<file path="config.mk">
export PLATFORM = sky130hd
export DESIGN_NAME = mtx_dist_seq
export DESIGN_NICKNAME = d
export VERILOG_FILES = /design/src/rtl/dist_pkg.sv /design/src/rtl/cplx_sqdiff.sv /design/src/rtl/mtx_dist_seq.sv
export SDC_FILE = /design/constraint.sdc
export NUM_CORES = 2
export LEC_CHECK = 0
export ABC_CLOCK_PERIOD_IN_PS = 12600
export CAP_MARGIN = 10
export CORE_UTILIZATION = 40
export DETAILED_ROUTE_END_ITERATION = 12
export GPL_TIMING_DRIVEN = 0
export HOLD_SLACK_MARGIN = 0.15
export SLEW_MARGIN = 20
export SYNTH_ARGS = -nofsm -noshare
export SYNTH_HDL_FRONTEND = slang
export SYNTH_SLANG_ARGS = --single-unit
</file>
<file path="constraint.sdc">
create_clock -name clk -period 12.6 [get_ports clk]
set_input_delay 2.52 -clock clk [delete_from_list [all_inputs] [get_ports clk]]
set_output_delay 2.52 -clock clk [all_outputs]
set_load 0.02 [all_outputs]
</file>
<file path="src/rtl/dist_pkg.sv">
// dist_pkg: shared types, FSM encoding and accumulator sizing for the matrix distance engine
package dist_pkg;
    localparam int CPLX_W = 19;
    typedef struct packed {
        logic signed [CPLX_W-1:0] re;
        logic signed [CPLX_W-1:0] im;
    } cplx_t;
    typedef enum logic [1:0] {IDLE, RUN, DRAIN, DONE} dist_state_e;
    function automatic int dist_acc_w(input int n, input int width);
        return 2 * width + $clog2(2 * n * n);
    endfunction
endpackage

</file>
<file path="src/rtl/cplx_sqdiff.sv">
// cplx_sqdiff: two-stage registered squared magnitude of one complex difference
module cplx_sqdiff
    import dist_pkg::*;
#(
    parameter int WIDTH = CPLX_W
) (
    input  logic                    clk,
    input  logic                    reset,
    input  logic                    valid_in,
    input  logic signed [WIDTH-1:0] a_re,
    input  logic signed [WIDTH-1:0] a_im,
    input  logic signed [WIDTH-1:0] b_re,
    input  logic signed [WIDTH-1:0] b_im,
    output logic                    valid_out,
    output logic [2*WIDTH:0]        sq
);
    logic signed [WIDTH:0]   dre, dim;
    logic signed [2*WIDTH:0] xre, xim;
    logic                    valid_d;
    // |diff| <= 2^WIDTH-1, so the sum of squares fits 2*WIDTH+1 bits; modular math stays exact
    always_comb begin
        xre = (2*WIDTH+1)'(dre);
        xim = (2*WIDTH+1)'(dim);
    end
    always_ff @(posedge clk) begin
        if (reset) begin
            dre       <= '0;
            dim       <= '0;
            valid_d   <= 1'b0;
            valid_out <= 1'b0;
            sq        <= '0;
        end else begin
            valid_d   <= valid_in;
            valid_out <= valid_d;
            dre       <= (WIDTH+1)'(a_re) - (WIDTH+1)'(b_re);
            dim       <= (WIDTH+1)'(a_im) - (WIDTH+1)'(b_im);
            sq        <= xre * xre + xim * xim;
        end
    end
endmodule

</file>
<file path="src/rtl/mtx_dist_seq.sv">
// mtx_dist_seq: sequential N x N complex squared-distance engine; DIST_MIN_TRACK_EN adds best-result tracking
module mtx_dist_seq
    import dist_pkg::*;
#(
    parameter int N         = 2,
    parameter int WIDTH     = CPLX_W,
    parameter int RUN_CNT_W = 16,
    localparam int ACC_W    = dist_acc_w(N, WIDTH)
) (
    input  logic                                 clk,
    input  logic                                 reset,
    input  logic [N-1:0][N-1:0][1:0][WIDTH-1:0] mtx_a,
    input  logic [N-1:0][N-1:0][1:0][WIDTH-1:0] mtx_b,
    input  logic                                 ready,
    output logic                                 busy,
    output logic [ACC_W-1:0]                     dist2,
    output logic                                 finished
`ifdef DIST_MIN_TRACK_EN
    ,
    output logic [ACC_W-1:0]                     best_dist2,
    output logic [RUN_CNT_W-1:0]                 best_idx,
    output logic                                 new_best
`endif
);
    localparam int IDX_W = N > 1 ? $clog2(N * N) : 1;
    localparam logic [IDX_W-1:0] LAST = IDX_W'(N * N - 1);
    dist_state_e                     state;
    logic [N*N-1:0][1:0][WIDTH-1:0] a_r, b_r;
    logic [IDX_W-1:0]                idx;
    logic                            drain_last;
    logic [ACC_W-1:0]                acc;
    logic                            sq_valid;
    logic [2*WIDTH:0]                sq;
    // flattened latches put element (row, col) at index row*N+col
    cplx_sqdiff #(.WIDTH(WIDTH)) u_sqdiff (
        .clk      (clk),
        .reset    (reset),
        .valid_in (state == RUN),
        .a_re     ($signed(a_r[idx][0])),
        .a_im     ($signed(a_r[idx][1])),
        .b_re     ($signed(b_r[idx][0])),
        .b_im     ($signed(b_r[idx][1])),
        .valid_out(sq_valid),
        .sq       (sq)
    );
    always_ff @(posedge clk) begin
        if (reset) begin
            state      <= IDLE;
            a_r        <= '0;
            b_r        <= '0;
            idx        <= '0;
            drain_last <= 1'b0;
            acc        <= '0;
            busy       <= 1'b0;
            finished   <= 1'b0;
            dist2      <= '0;
        end else begin
            finished <= 1'b0;
            if (sq_valid) acc <= acc + ACC_W'(sq);
            case (state)
                IDLE: if (ready) begin
                    a_r   <= mtx_a;
                    b_r   <= mtx_b;
                    acc   <= '0;
                    idx   <= '0;
                    busy  <= 1'b1;
                    state <= RUN;
                end
                RUN: begin
                    idx        <= idx + IDX_W'(1);
                    drain_last <= 1'b0;
                    if (idx == LAST) state <= DRAIN;
                end
                DRAIN: begin
                    drain_last <= 1'b1;
                    if (drain_last) state <= DONE;
                end
                DONE: begin
                    dist2    <= acc;
                    finished <= 1'b1;
                    busy     <= 1'b0;
                    state    <= IDLE;
                end
            endcase
        end
    end
`ifdef DIST_MIN_TRACK_EN
    logic [RUN_CNT_W-1:0] run_cnt;
    always_ff @(posedge clk) begin
        if (reset) begin
            best_dist2 <= '1;
            best_idx   <= '0;
            run_cnt    <= '0;
            new_best   <= 1'b0;
        end else begin
            new_best <= state == DONE && acc < best_dist2;
            if (state == DONE) begin
                run_cnt <= run_cnt + RUN_CNT_W'(1);
                if (acc < best_dist2) begin
                    best_dist2 <= acc;
                    best_idx   <= run_cnt;
                end
            end
        end
    end
`endif
endmodule

</file>
==> results.yml <==
outcome:
  outcome: "finished clean"
synthesis:
  synth.top_cell.area_share_pct: 34.3
  syn_area_sq_mm: 0.0476
  ys_seq_area_share_pct: 19.9
  yosysWarnings: 0
  async_flop_share_pct: 0
  synth_cell_type_count: 71
  synth-main-ff-cell: "dfxtp_1"
  yosysTopAreaCell: "fa_1"
  synth.area.top_cells: "fa_1 (34%), dfxtp_1 (20%), inv_1 (8.4%)"
  synth_nets: 6597
  synthCells: 5186
  avgSynthCellArea_sq_um: 9.18
  synth_edf_count: 0
  ys_seq_elements: 474
clocking:
  cts-buffers-inserted: 50
  htree_levels: 2
  post_cts_buffers: 0
  hold_buffers: 0
  cts_root_buffer: "clkbuf_16"
  clk_pin_slew_ns: 0.06
  cts_sinks: 474
  ctsResizeCount: 0
  cts_tree: "yes"
  cts_buffer_depth: 3
  clk_latency_ns: 0.64
sta:
  period_share_pct: 76.0
  worst_pin_slew_ns: 1.11
  setup_viol: 0
  slew_violations: 0
  finalSetupTns_ns: 0
  hold_viol_final: 0
  rsz0062_at_grt: "no"
  timing.max_slew.rel_slack_pct: 25.9
  skew_ns: 0.0616
  timing.fmax_mhz: 104
  fin_crit_ns: 9.57
worst_hold_path:
  min_to: "a_r[139]"
  hp-class: "flop to flop"
  min_path_cells: 2
  hold_start: "a_r[139]"
routing:
  vias_per_cell: 5.08
  drc_errors: 0
  drtAntennaViolNets: 0
  vias: 36500
  routedWlPerCell_microns: 21.0
  dr.pass1.iters: 5
  drtIter0Drc: 2367
  totalWireLength_mm: 151
final_layout:
  area_delta_synth_final_pct: 15.1
  nets: 6999
  finalNonFillerCells: 7170
  drive_gt1_share_pct: 3.34
critical_path:
  critPathCaptureType: "flop"
  arrival_ns: 10.04
  required_ns: 13.07
  crit_type: "flop to flop"
  path_max_fanout: 15
  critPathLaunchType: "flop"
  reg2reg_depth: 25
  regToRegSetupSlack_ns: 3.03
  rr_endpoint: "u_sqdiff.sq[37]"
  reg2reg_from: "u_sqdiff.dim[19]"
placed_design:
  hpwlAfterDp_mm: 129
  numPlacedInstances: 7071
  gp_congestion: 0.964
  io_buffers: 349
floorplan:
  die_y_microns: 347
  fp-row-count: 126
  start_util_pct: 40.4
  dieArea_sq_mm: 0.120
  die_w_microns: 347
  design.core.area_sq_mm: 0.118
  io_pins: 350
global_routing:
  grtUsageTotal_pct: 25.3
  grt_pass1_vias: 38500
  gr-total-overflow: 0
  antenna_found_initial: 11
  grt_max_degree: 17
  grt_pass1_wl_mm: 228
run:
  maxCapViolCount: 0
==> flip-flops by register name, indices dropped and copies added, names as in the netlist <==
| signal | cells |
|---|---|
| drain_last | 1 |
| u_sqdiff.valid_out | 1 |
| finished | 1 |
| u_sqdiff.dim | 20 |
| a_r | 152 |
| acc | 41 |
| u_sqdiff.valid_d | 1 |
| dist2 | 41 |
| busy | 1 |
| b_r | 152 |
| idx | 2 |
| u_sqdiff.dre | 20 |
| state | 2 |
| u_sqdiff.sq | 39 |
==> logic make-up after synthesis <==
logic type                 count (synthesis)  synth area share [%]
and+or+nand+nor                         1418                  12.9
buffers and inverters                   1297                  10.2
other                                      1               0.00788
xor gates and xnor gates                 123                  2.26
DFF                                      474                  19.9
AOI/OAI and AO/OA                        627                  7.75
adders and majority gates               1104                  41.9
muxes                                    142                  4.99
==> cells in the final DEF, fill, tap and decap left out, types with 11 or more instances in the layout <==
| cell | count |
|---|---|
| fa_1 | 815 |
| inv_1 | 1068 |
| xor2_1 | 40 |
| clkbuf_8 | 11 |
| xnor2_1 | 83 |
| o21ai_0 | 72 |
| nand2_1 | 878 |
| a21oi_1 | 371 |
| and2_1 | 143 |
| nand3_1 | 22 |
| nand2b_1 | 20 |
| clkbuf_1 | 218 |
| nor2_1 | 209 |
| mux2i_1 | 64 |
| mux4_2 | 76 |
| nor2b_1 | 57 |
| ha_1 | 289 |
| buf_1 | 19 |
| nand3b_1 | 12 |
| nor3_1 | 28 |
| a21o_1 | 46 |
| o21bai_1 | 12 |
| clkdlybuf4s50_1 | 349 |
| a211oi_1 | 22 |
| o21a_1 | 27 |
| clkbuf_16 | 50 |
| dfxtp_1 | 474 |
| a31oi_1 | 14 |
==> cell type report <==
cell class / instances / area [sq um]
buffer: 229 / 863
multi-input combinational: 3415 / 33200
clock inverter: 19 / 307
antenna: 7 / 17.5
fill: 11600 / 63100
clock buffer: 72 / 1440
inverter: 1068 / 4010
sequential: 474 / 9490
tap: 1536 / 1920
timing repair buffer: 350 / 3510
==> synthesized netlist by cell type, types with 4 or more instances <==
master    number
a211oi_1      22
a21boi_0       4
a21o_1        46
a21oi_1      371
a31o_2         5
a31oi_1       14
and2_1       143
and3_1         7
buf_1         19
clkbuf_1     208
dfxtp_1      474
fa_1         815
ha_1         289
inv_1       1068
mux2i_1       64
mux4_2        76
nand2_1      878
nand2b_1      20
nand3_1       22
nand3b_1      12
nand4_1        9
nor2_1       209
nor2b_1       57
nor3_1        28
nor3b_1        5
nor4_1         5
o211ai_1       9
o21a_1        27
o21ai_0       72
o21bai_1      12
o31a_1         5
or2_2          5
or3_1          5
xnor2_1       83
xor2_1        40
==> per-layer routing <==
metal  GRT usage (%)  routed length [microns]  vias up
li1                -                        -    16700
met1            31.5                    59500    18300
met2            44.6                    75500     1171
met3            3.49                     9430      262
met4            9.51                     6240        6
met5               0                       34        -
==> worst max-delay path by stage <==
stage	start	end	slack [ns]	depth (start not counted)
2_1_floorplan	u_sqdiff.dim[19]	u_sqdiff.sq[37]	5.20	26
3_3_place_gp	u_sqdiff.dim[19]	u_sqdiff.sq[37]	3.24	25
3_5_place_dp	u_sqdiff.dim[19]	u_sqdiff.sq[37]	3.12	25
4_1_cts	u_sqdiff.dim[19]	u_sqdiff.sq[37]	3.04	25
5_1_grt	u_sqdiff.dim[19]	u_sqdiff.sq[37]	2.55	25
6_report	u_sqdiff.dim[19]	u_sqdiff.sq[37]	3.03	25
==> per-stage QoR <==
stage	hold slack [ns]	setup WS (ns)	instance area (sq um)	util, %
global route	0.464	2.55	54800	46.4
global placement	0.438	3.24	53000	44.9
CTS	0.451	3.04	54800	46.4
finish	0.453	3.03	54800	46.5
detailed placement	0.443	3.12	53000	44.9
floorplan	0.414	5.20	47600	-
==> critical path, stage by stage (launching register included) <==
cell      delay (ns)
dfxtp_1         0.59
clkbuf_1        0.77
nand2_1         0.58
inv_1           0.90
fa_1            0.60
fa_1            0.54
inv_1           0.07
fa_1            0.53
inv_1           0.05
fa_1            0.48
fa_1            0.56
fa_1            0.43
fa_1            0.49
inv_1           0.05
fa_1            0.57
inv_1           0.07
ha_1            0.37
a21oi_1         0.17
nor2b_1         0.06
o21ai_0         0.15
a21oi_1         0.09
a211o_1         0.29
nor2_4          0.18
o21ai_1         0.14
a221oi_1        0.31
mux2i_1         0.34
Power is left out: the tool's default activity adds up to more than one toggle a clock period on the data nets, which glitch-free logic cannot reach.
